===== config.mk =====
export PLATFORM = sky130hd
export DESIGN_NAME = reg_file_flat
export DESIGN_NICKNAME = d
export VERILOG_FILES = /design/src/rtl/reg_file_pkg.sv /design/src/rtl/reg_file_if.sv /design/src/rtl/reg_file_read_port.sv /design/src/rtl/reg_file.sv /design/src/flat_wrapper.sv
export SDC_FILE = /design/constraint.sdc
export NUM_CORES = 2
export LEC_CHECK = 0
export ABC_AREA = 0
export ABC_CLOCK_PERIOD_IN_PS = 6700
export CORE_MARGIN = 5
export CORE_UTILIZATION = 50
export CTS_CLUSTER_DIAMETER = 200
export CTS_CLUSTER_SIZE = 25
export DETAILED_ROUTE_END_ITERATION = 6
export GPL_ROUTABILITY_DRIVEN = 0
export HOLD_SLACK_MARGIN = 0.08
export PLACE_DENSITY_LB_ADDON = 0.08
export SLEW_MARGIN = 15
export SYNTH_ARGS = -nofsm -noshare
export SYNTH_HDL_FRONTEND = slang
export SYNTH_SLANG_ARGS = --single-unit

===== constraint.sdc =====
create_clock -name clk -period 6.7 [get_ports clk]
set_input_delay 1.34 -clock clk [delete_from_list [all_inputs] [get_ports clk]]
set_output_delay 1.34 -clock clk [all_outputs]
set_load 0.01 [all_outputs]

===== src/rtl/reg_file_pkg.sv =====
// Shared constants and types for the renaming register file.
// Widths, index type and boolean constants used by reg_file and its read ports.
package reg_file_pkg;

    localparam int XLEN_DEF  = 32;
    localparam int ROB_W_DEF = 4;
    localparam int IDX_W     = 5;
    localparam int NUM_REGS  = 32;
    localparam int CNT_W     = 6;

    localparam logic TRUE  = 1'b1;
    localparam logic FALSE = 1'b0;

    typedef logic [IDX_W-1:0] idx_t;

    // x0 is hardwired: nothing may write it or mark it busy
    function automatic logic idx_live(input idx_t idx);
        return idx != '0;
    endfunction

endpackage


===== src/rtl/reg_file_if.sv =====
// Read, rename and commit bundle between decode/ROB (master) and reg_file (slave).
// Busy count travels back to the master alongside the read results.
interface reg_file_if
    import reg_file_pkg::*;
#(
    parameter int XLEN  = XLEN_DEF,
    parameter int ROB_W = ROB_W_DEF
) ();

    idx_t             rs1_idx;
    idx_t             rs2_idx;
    logic [XLEN-1:0]  rs1_val;
    logic [XLEN-1:0]  rs2_val;
    logic             rs1_busy;
    logic             rs2_busy;
    logic [ROB_W-1:0] rs1_tag;
    logic [ROB_W-1:0] rs2_tag;

    logic             ren_en;
    idx_t             ren_rd;
    logic [ROB_W-1:0] ren_tag;

    logic             cmt_en;
    idx_t             cmt_rd;
    logic [ROB_W-1:0] cmt_tag;
    logic [XLEN-1:0]  cmt_val;

    logic             flush;
    logic [CNT_W-1:0] busy_cnt;

    modport master (
        output rs1_idx, rs2_idx, ren_en, ren_rd, ren_tag,
               cmt_en, cmt_rd, cmt_tag, cmt_val, flush,
        input  rs1_val, rs2_val, rs1_busy, rs2_busy, rs1_tag, rs2_tag, busy_cnt
    );

    modport slave (
        input  rs1_idx, rs2_idx, ren_en, ren_rd, ren_tag,
               cmt_en, cmt_rd, cmt_tag, cmt_val, flush,
        output rs1_val, rs2_val, rs1_busy, rs2_busy, rs1_tag, rs2_tag, busy_cnt
    );

endinterface


===== src/rtl/reg_file_read_port.sv =====
// Purpose: one combinational register read (value, busy, tag) with optional commit bypass (RF_BYPASS_EN).
// Latency: zero cycles, purely combinational.
// Backpressure: none; the read is always valid.
module rf_read_port
    import reg_file_pkg::*;
#(
    parameter int XLEN  = XLEN_DEF,
    parameter int ROB_W = ROB_W_DEF
) (
    input  idx_t                             idx,
    input  logic [NUM_REGS-1:0][XLEN-1:0]    vals,
    input  logic [NUM_REGS-1:0]              busy,
    input  logic [NUM_REGS-1:0][ROB_W-1:0]   tags,
`ifdef RF_BYPASS_EN
    input  logic                             byp_hit,
    input  idx_t                             byp_rd,
    input  logic [XLEN-1:0]                  byp_val,
`endif
    output logic [XLEN-1:0]                  rd_val,
    output logic                             rd_busy,
    output logic [ROB_W-1:0]                 rd_tag
);

    always_comb begin
        rd_val  = vals[idx];
        rd_busy = busy[idx];
        rd_tag  = tags[idx];
`ifdef RF_BYPASS_EN
        // byp_hit already implies a live, busy, tag-matching commit
        if (byp_hit && (idx == byp_rd)) begin
            rd_val  = byp_val;
            rd_busy = FALSE;
        end
`endif
    end

endmodule


===== src/rtl/reg_file.sv =====
// Purpose: 32-entry architectural register file with per-register ROB rename tags; RF_BYPASS_EN adds commit bypass.
// Latency: reads combinational; rename/commit/flush take effect on the next rising edge.
// Backpressure: none; rdy low freezes all state and ignores rename, commit and flush.
module reg_file
    import reg_file_pkg::*;
#(
    parameter int ROB_W = ROB_W_DEF,
    parameter int XLEN  = XLEN_DEF
) (
    input  logic       clk,
    input  logic       rst,
    input  logic       rdy,
    reg_file_if.slave  rf
);

    logic [NUM_REGS-1:0][XLEN-1:0]  vals_q;
    logic [NUM_REGS-1:0]            busy_q;
    logic [NUM_REGS-1:0][ROB_W-1:0] tags_q;
    logic [CNT_W-1:0]               cnt_q;

    logic cmt_act;
    logic cmt_hit;
    logic cmt_clr;
    logic ren_act;
    logic ren_new;
    logic flush_act;

    always_comb begin
        cmt_act   = rdy & rf.cmt_en & idx_live(rf.cmt_rd);
        cmt_hit   = cmt_act & busy_q[rf.cmt_rd] & (tags_q[rf.cmt_rd] == rf.cmt_tag);
        ren_act   = rdy & rf.ren_en & ~rf.flush & idx_live(rf.ren_rd);
        ren_new   = ren_act & ~busy_q[rf.ren_rd];
        // a same-register rename keeps the entry busy under its new tag
        cmt_clr   = cmt_hit & ~(ren_act & (rf.ren_rd == rf.cmt_rd));
        flush_act = rdy & rf.flush;
    end

    always_ff @(posedge clk or negedge rst) begin
        if (!rst) begin
            vals_q <= '0;
        end else if (cmt_act) begin
            vals_q[rf.cmt_rd] <= rf.cmt_val;
        end
    end

    always_ff @(posedge clk or negedge rst) begin
        if (!rst) begin
            busy_q <= '0;
            tags_q <= '0;
        end else if (flush_act) begin
            busy_q <= '0;
        end else begin
            if (cmt_clr) begin
                busy_q[rf.cmt_rd] <= FALSE;
            end
            if (ren_act) begin
                busy_q[rf.ren_rd] <= TRUE;
                tags_q[rf.ren_rd] <= rf.ren_tag;
            end
        end
    end

    // Incremental popcount: never exceeds 31 since x0 cannot be busy
    always_ff @(posedge clk or negedge rst) begin
        if (!rst) begin
            cnt_q <= '0;
        end else if (flush_act) begin
            cnt_q <= '0;
        end else begin
            cnt_q <= cnt_q + CNT_W'(ren_new) - CNT_W'(cmt_clr);
        end
    end

    assign rf.busy_cnt = cnt_q;

    rf_read_port #(.XLEN(XLEN), .ROB_W(ROB_W)) u_rd1 (
        .idx     (rf.rs1_idx),
        .vals    (vals_q),
        .busy    (busy_q),
        .tags    (tags_q),
`ifdef RF_BYPASS_EN
        .byp_hit (cmt_hit),
        .byp_rd  (rf.cmt_rd),
        .byp_val (rf.cmt_val),
`endif
        .rd_val  (rf.rs1_val),
        .rd_busy (rf.rs1_busy),
        .rd_tag  (rf.rs1_tag)
    );

    rf_read_port #(.XLEN(XLEN), .ROB_W(ROB_W)) u_rd2 (
        .idx     (rf.rs2_idx),
        .vals    (vals_q),
        .busy    (busy_q),
        .tags    (tags_q),
`ifdef RF_BYPASS_EN
        .byp_hit (cmt_hit),
        .byp_rd  (rf.cmt_rd),
        .byp_val (rf.cmt_val),
`endif
        .rd_val  (rf.rs2_val),
        .rd_busy (rf.rs2_busy),
        .rd_tag  (rf.rs2_tag)
    );

endmodule


===== src/flat_wrapper.sv =====
// flat-port wrapper written by rule: the top's interface ports become plain ports
module reg_file_flat import reg_file_pkg::*;
#(
    parameter int ROB_W = ROB_W_DEF,
    parameter int XLEN  = XLEN_DEF
)
  (clk, rst, rdy, rf_rs1_idx, rf_rs2_idx, rf_ren_en, rf_ren_rd, rf_ren_tag, rf_cmt_en, rf_cmt_rd, rf_cmt_tag, rf_cmt_val, rf_flush, rf_rs1_val, rf_rs2_val, rf_rs1_busy, rf_rs2_busy, rf_rs1_tag, rf_rs2_tag, rf_busy_cnt);
  reg_file_if #(.XLEN(XLEN), .ROB_W(ROB_W)) rf_i ();
  input  logic clk;
  input  logic rst;
  input  logic rdy;
  input wire logic [$bits(rf_i.rs1_idx)-1:0] rf_rs1_idx;
  input wire logic [$bits(rf_i.rs2_idx)-1:0] rf_rs2_idx;
  input wire logic [$bits(rf_i.ren_en)-1:0] rf_ren_en;
  input wire logic [$bits(rf_i.ren_rd)-1:0] rf_ren_rd;
  input wire logic [$bits(rf_i.ren_tag)-1:0] rf_ren_tag;
  input wire logic [$bits(rf_i.cmt_en)-1:0] rf_cmt_en;
  input wire logic [$bits(rf_i.cmt_rd)-1:0] rf_cmt_rd;
  input wire logic [$bits(rf_i.cmt_tag)-1:0] rf_cmt_tag;
  input wire logic [$bits(rf_i.cmt_val)-1:0] rf_cmt_val;
  input wire logic [$bits(rf_i.flush)-1:0] rf_flush;
  output wire logic [$bits(rf_i.rs1_val)-1:0] rf_rs1_val;
  output wire logic [$bits(rf_i.rs2_val)-1:0] rf_rs2_val;
  output wire logic [$bits(rf_i.rs1_busy)-1:0] rf_rs1_busy;
  output wire logic [$bits(rf_i.rs2_busy)-1:0] rf_rs2_busy;
  output wire logic [$bits(rf_i.rs1_tag)-1:0] rf_rs1_tag;
  output wire logic [$bits(rf_i.rs2_tag)-1:0] rf_rs2_tag;
  output wire logic [$bits(rf_i.busy_cnt)-1:0] rf_busy_cnt;
  assign rf_i.rs1_idx = rf_rs1_idx;
  assign rf_i.rs2_idx = rf_rs2_idx;
  assign rf_i.ren_en = rf_ren_en;
  assign rf_i.ren_rd = rf_ren_rd;
  assign rf_i.ren_tag = rf_ren_tag;
  assign rf_i.cmt_en = rf_cmt_en;
  assign rf_i.cmt_rd = rf_cmt_rd;
  assign rf_i.cmt_tag = rf_cmt_tag;
  assign rf_i.cmt_val = rf_cmt_val;
  assign rf_i.flush = rf_flush;
  assign rf_rs1_val = rf_i.rs1_val;
  assign rf_rs2_val = rf_i.rs2_val;
  assign rf_rs1_busy = rf_i.rs1_busy;
  assign rf_rs2_busy = rf_i.rs2_busy;
  assign rf_rs1_tag = rf_i.rs1_tag;
  assign rf_rs2_tag = rf_i.rs2_tag;
  assign rf_busy_cnt = rf_i.busy_cnt;
  reg_file #(.ROB_W(ROB_W), .XLEN(XLEN)) u_core (.clk(clk), .rst(rst), .rdy(rdy), .rf(rf_i));
endmodule

Word level (Yosys, flattened, before mapping):

Index checks and enable logic that the tools add are counted.
Widths: inputs -> output; s select.

* output and inout bits: 80
* bits of input ports: 66
* bits in registers: 1190
* logic and storage cells: 132

* eq/ne operators: 2
* add/subtract/negate cells: 2
* reduce and logical (&&, ||, !) cells: 5
* muxes and demuxes: 33
* bitwise gates (word level): 18
* magnitude comparators: 6

Operator list (count)
* $bwmux 1024: 1
* $bmux 32 s5: 2
* $mux 32: 7
* $demux 32 s5: 1
* $bwmux 128: 1
* $bmux 4 s5: 3
* $and 32x32->32: 1
* $not 32->32: 1
* $or 32x32->32: 1
* $lt 5x6->1 const B: 4
* $bmux 1 s5: 4
* $demux 4 s5: 1
* $mux 4: 4
* $and 1x1->1: 11
* $demux 1 s5: 2
* $ge 5x1->1 const B: 2
* $reduce_bool 5->1: 2
* $add 6x1->6: 1
* $mux 1: 6
* $mux 6: 1
* $sub 6x1->6: 1
* $eq 5x5->1: 1
* $eq 4x4->1: 1
* $not 1->1: 4
* 2 further kinds: 3

Longest topological paths before layout:

* depth after elaboration: 11
* gate-level depth with buffers: 20
* mapped depth without buffers: 15

Modules after synthesis:

A second synthesis with hierarchy kept.

* cell total of the unflattened synthesis: 5690
* area, all modules: 67254.5 sq um

Modules (own cells, without submodules)
* reg_file: cells each 3014, sequential area each 29778.6 sq um, instances 1, area each 46614.7 sq um
* rf_read_port: cells each 1338, sequential area each 0.0 sq um, instances 2, area each 10319.9 sq um

Least setup slack after synthesis:

OpenSTA, ideal clock, no wires.

* kind: input port to output port
* start: input rf_rs1_idx[0]
* end: output rf_rs1_busy
* cell stages on the path: 6
* setup slack: 1.501 ns
* arrival time: 3.859 ns
* required time: 5.360 ns
* buffers on the path: 3
* cells stage by stage: clkbuf_1 buf_1 buf_1 mux4_2 mux4_2 mux2_2

* word-level cells in the longest chain between the ends: 2

Ends and longest elaborated chain
* start: declaration: line flat_wrapper.sv:12 `input wire logic [$bits(rf_i.rs1_idx)-1:0] rf_rs1_idx;`
* $bmux 1 s5: line reg_file_read_port.sv:26 `rd_busy = busy[idx];`
* $mux 1 (implied by the code): line reg_file_read_port.sv:26
* end: declaration: line flat_wrapper.sv:24 `output wire logic [$bits(rf_i.rs1_busy)-1:0] rf_rs1_busy;`

Every way passes these cells. The select of a mux whose other input is x is not followed.

Final worst setup path:

* start: input rf_rs1_idx[0]
* end: output rf_rs1_val[26]

* word-level cells in the longest chain between the ends: 2

Ends and longest elaborated chain
* $bmux 32 s5: line reg_file_read_port.sv:25 `rd_val = vals[idx];`
* $mux 32 (implied by the code): line reg_file_read_port.sv:25
* end: declaration: line flat_wrapper.sv:22 `output wire logic [$bits(rf_i.rs1_val)-1:0] rf_rs1_val;`

Every way passes these cells. The select of a mux whose other input is x is not followed.

==> impl_metrics.py <==
metrics = {
    "logic_synthesis": {
        "synth-edff-count": 0,
        "synth_cell_types": 52,
        "synth_area_leaders": "dfrtp_1, mux4_2, mux2_2, clkbuf_1, mux2i_1",
        "netlist_area_um2": 64700,
        "ys_seq_elements": 1190,
        "synth_top_area_share_pct": 46.0,
        "yosysSeqAreaShare_pct": 46.0,
        "synth_nets": 4055,
        "yosys.area.top_type": "dfrtp_1",
        "ys.flop_type": "dfrtp_1",
        "synth-warning-count": 0,
        "syn_inst": 3982,
        "ys_async_sr_fraction_pct": 100,
        "postSynthAreaPerCell_um2": 16.2,
    },
    "cts": {
        "clkSinkCount": 1190,
        "clockBufferDepth": 3,
        "cts_hold_buf": 0,
        "htreeDepth": 2,
        "clkLatencyLatePin_ns": 0.71,
        "cts_buffers": 53,
        "clkSlewWorstSetupHoldPaths_ns": 0.10,
        "cts_resized": 0,
        "post_cts_buffers": 0,
        "root_buffer": "clkbuf_16",
        "cts_tree": "yes",
    },
    "timing": {
        "period_share_pct": 82.4,
        "setup_tns_ns": 0,
        "hold_viol": 0,
        "skew_ns": 0.0158,
        "rsz0062_at_grt": "false",
        "slew_viol_final": 0,
        "max_slew.worst_pin.slew_ns": 1.43,
        "slew_headroom_pct": 4.53,
        "finalSetupViolCount": 0,
        "period_minus_slack_ns": 5.52,
        "max_freq_mhz": 181,
        "fin_ws_ns": 1.18,
    },
    "global_route": {
        "grt_max_degree": 171,
        "grt_use_total_pct": 29.4,
        "globalRouteOverflowTotal": 0,
        "grt_pass1_wl_mm": 296,
        "grt_antenna_before_repair": 1,
        "grt_pass1_vias": 42000,
    },
    "power": {
        "ir_worst_vdd_mv": 0.204,
        "powerDensity_nw_per_um2": 229,
        "p_total_mw": 16.0,
        "power.leakage_nw": 29.9,
    },
    "run": {
        "maxCapViolations": 0,
    },
    "die": {
        "die_x_um": 370,
        "die_h_um": 370,
        "initial_core_util_pct": 50.1,
        "fp.dieArea_um2": 137000,
        "core_um2": 129000,
        "io_pins": 146,
        "rows": 132,
    },
    "setup_path": {
        "max_stage_delay_ns": 0.57,
        "cp-end-kind": "output port",
        "crit_top_cell": "mux4_2",
        "cp_num_buf_inv": 3,
        "reg2reg_depth": 15,
        "crit_type": "input pin to output port",
        "cp_slowest_cell": "mux4_2",
        "worstSetupPathDepth": 6,
        "crit_fanout": 45,
        "crit_family": "multiplexers",
        "worstSetupStartpointType": "input pin",
        "worstPathCellList": "buf_8 -> buf_12 -> mux4_2 -> mux4_2 -> mux2_2 -> clkdlybuf4s50_1",
        "cp.arrival_ns": 4.18,
        "cp.required_ns": 5.36,
    },
    "drt": {
        "first_iter_violations": 3394,
        "first_pass_iters": 6,
        "via_per_inst": 6.93,
        "num_vias": 38800,
        "route.detailed.drc": 0,
        "wl_per_cell_um": 35.6,
        "wl_mm": 199,
        "ant_nets": 0,
    },
    "place": {
        "placed_area_um2": 68200,
        "dp_slack_ns": 0.667,
        "dpl.hpwl_mm": 117,
        "port_buffers": 145,
    },
    "worst_hold_path": {
        "hold_class": "flip-flop to flip-flop",
        "hold_depth": 0,
    },
    "outcome": {
        "status": "finished, final reports clean",
    },
    "layout": {
        "most-common-layout-cells": "mux2_2, dfrtp_1, mux4_2, clkdlybuf4s50_1, mux2i_1",
        "nNetsFinal": 3927,
        "drive_gt1_share_pct": 56.6,
        "layout_commonest_cell": "mux2_2",
        "syn2layout_area_growth_pct": 7.65,
        "design_area_um2": 69600,
    },
}
==> report_power, final <==
| part | internal (mW) | total, mW | switching [mW] |
|---|---|---|---|
| Combinational | 2.05 | 3.43 | 1.38 |
| Clock | 1.47 | 3.82 | 2.35 |
| Sequential | 8.04 | 8.71 | 0.668 |
| Total | 11.6 | 16.0 | 4.39 |
==> registers in the layout (all words and copies together), names as in the netlist <==
| signal | cells |
|---|---|
| u_core.tags_q | 128 |
| u_core.vals_q | 1024 |
| u_core.busy_q | 32 |
| u_core.rf.busy_cnt | 6 |
==> routing by layer <==
metal | global-route usage, % | vias to the layer above | routed length (um)
met3 | 3.82 | 362 | 12300
met1 | 41.5 | 21600 | 82300
met4 | 9.84 | 0 | 7840
li1 | - | 15300 | -
met5 | 0 | - | 0
met2 | 47.9 | 1599 | 96900
==> cells in the mapped netlist (8+ instances only) <==
library cell  instances
clkbuf_1            291
buf_2                80
a22oi_1              12
a31oi_1              17
inv_1                11
buf_1                67
o22ai_1              38
nor2_1               66
nand2_1              23
mux2_2             1191
nand3b_1              8
mux4_2              749
mux2i_1              80
dfrtp_1            1190
a21oi_1              39
==> final timing paths <==
check                                       start                     to  slack [ns]
worst max-delay path                rf_rs1_idx[0]         rf_rs1_val[26]        1.18
worst min-delay path            u_core.vals_q[10]      u_core.vals_q[10]        0.40
worst max register to register  u_core.tags_q[27]  u_core.rf.busy_cnt[4]        2.52
worst min register to register  u_core.vals_q[10]      u_core.vals_q[10]        0.40
max in group asynchronous                     rst     u_core.vals_q[425]        4.49
min in group asynchronous                     rst      u_core.tags_q[19]        0.57
==> cell type report <==
cell class,instances,area [um2]
diodes,2,5.00
clock buffers,55,1380
clock inverters,2,20.0
fillers,10100,59400
inverters,11,41.3
multi-input cells,2333,33300
flip-flops and latches,1190,29800
well taps,1742,2180
repair buffers,265,2970
==> cells by family after synthesis <==
group / Yosys count / share of synthesized area, %
simple gates: 171 / 1.52
buf+inv: 459 / 2.89
flops: 1190 / 46.0
compound gates: 125 / 1.21
mux: 2020 / 48.1
xor+xnor: 10 / 0.135
fa+ha+maj: 7 / 0.147
==> per-stage QoR <==
step	cells	utilization (%)	hold WS, ns
4_1_cts	5598	54.0	0.406
5_1_grt	5598	54.0	0.419
6_report	5600	54.0	0.404
3_3_place_gp	5541	52.9	0.376
2_1_floorplan	3982	-	0.441
3_5_place_dp	5541	52.9	0.383
No activity file was read; power rests on OpenSTA's default activity.
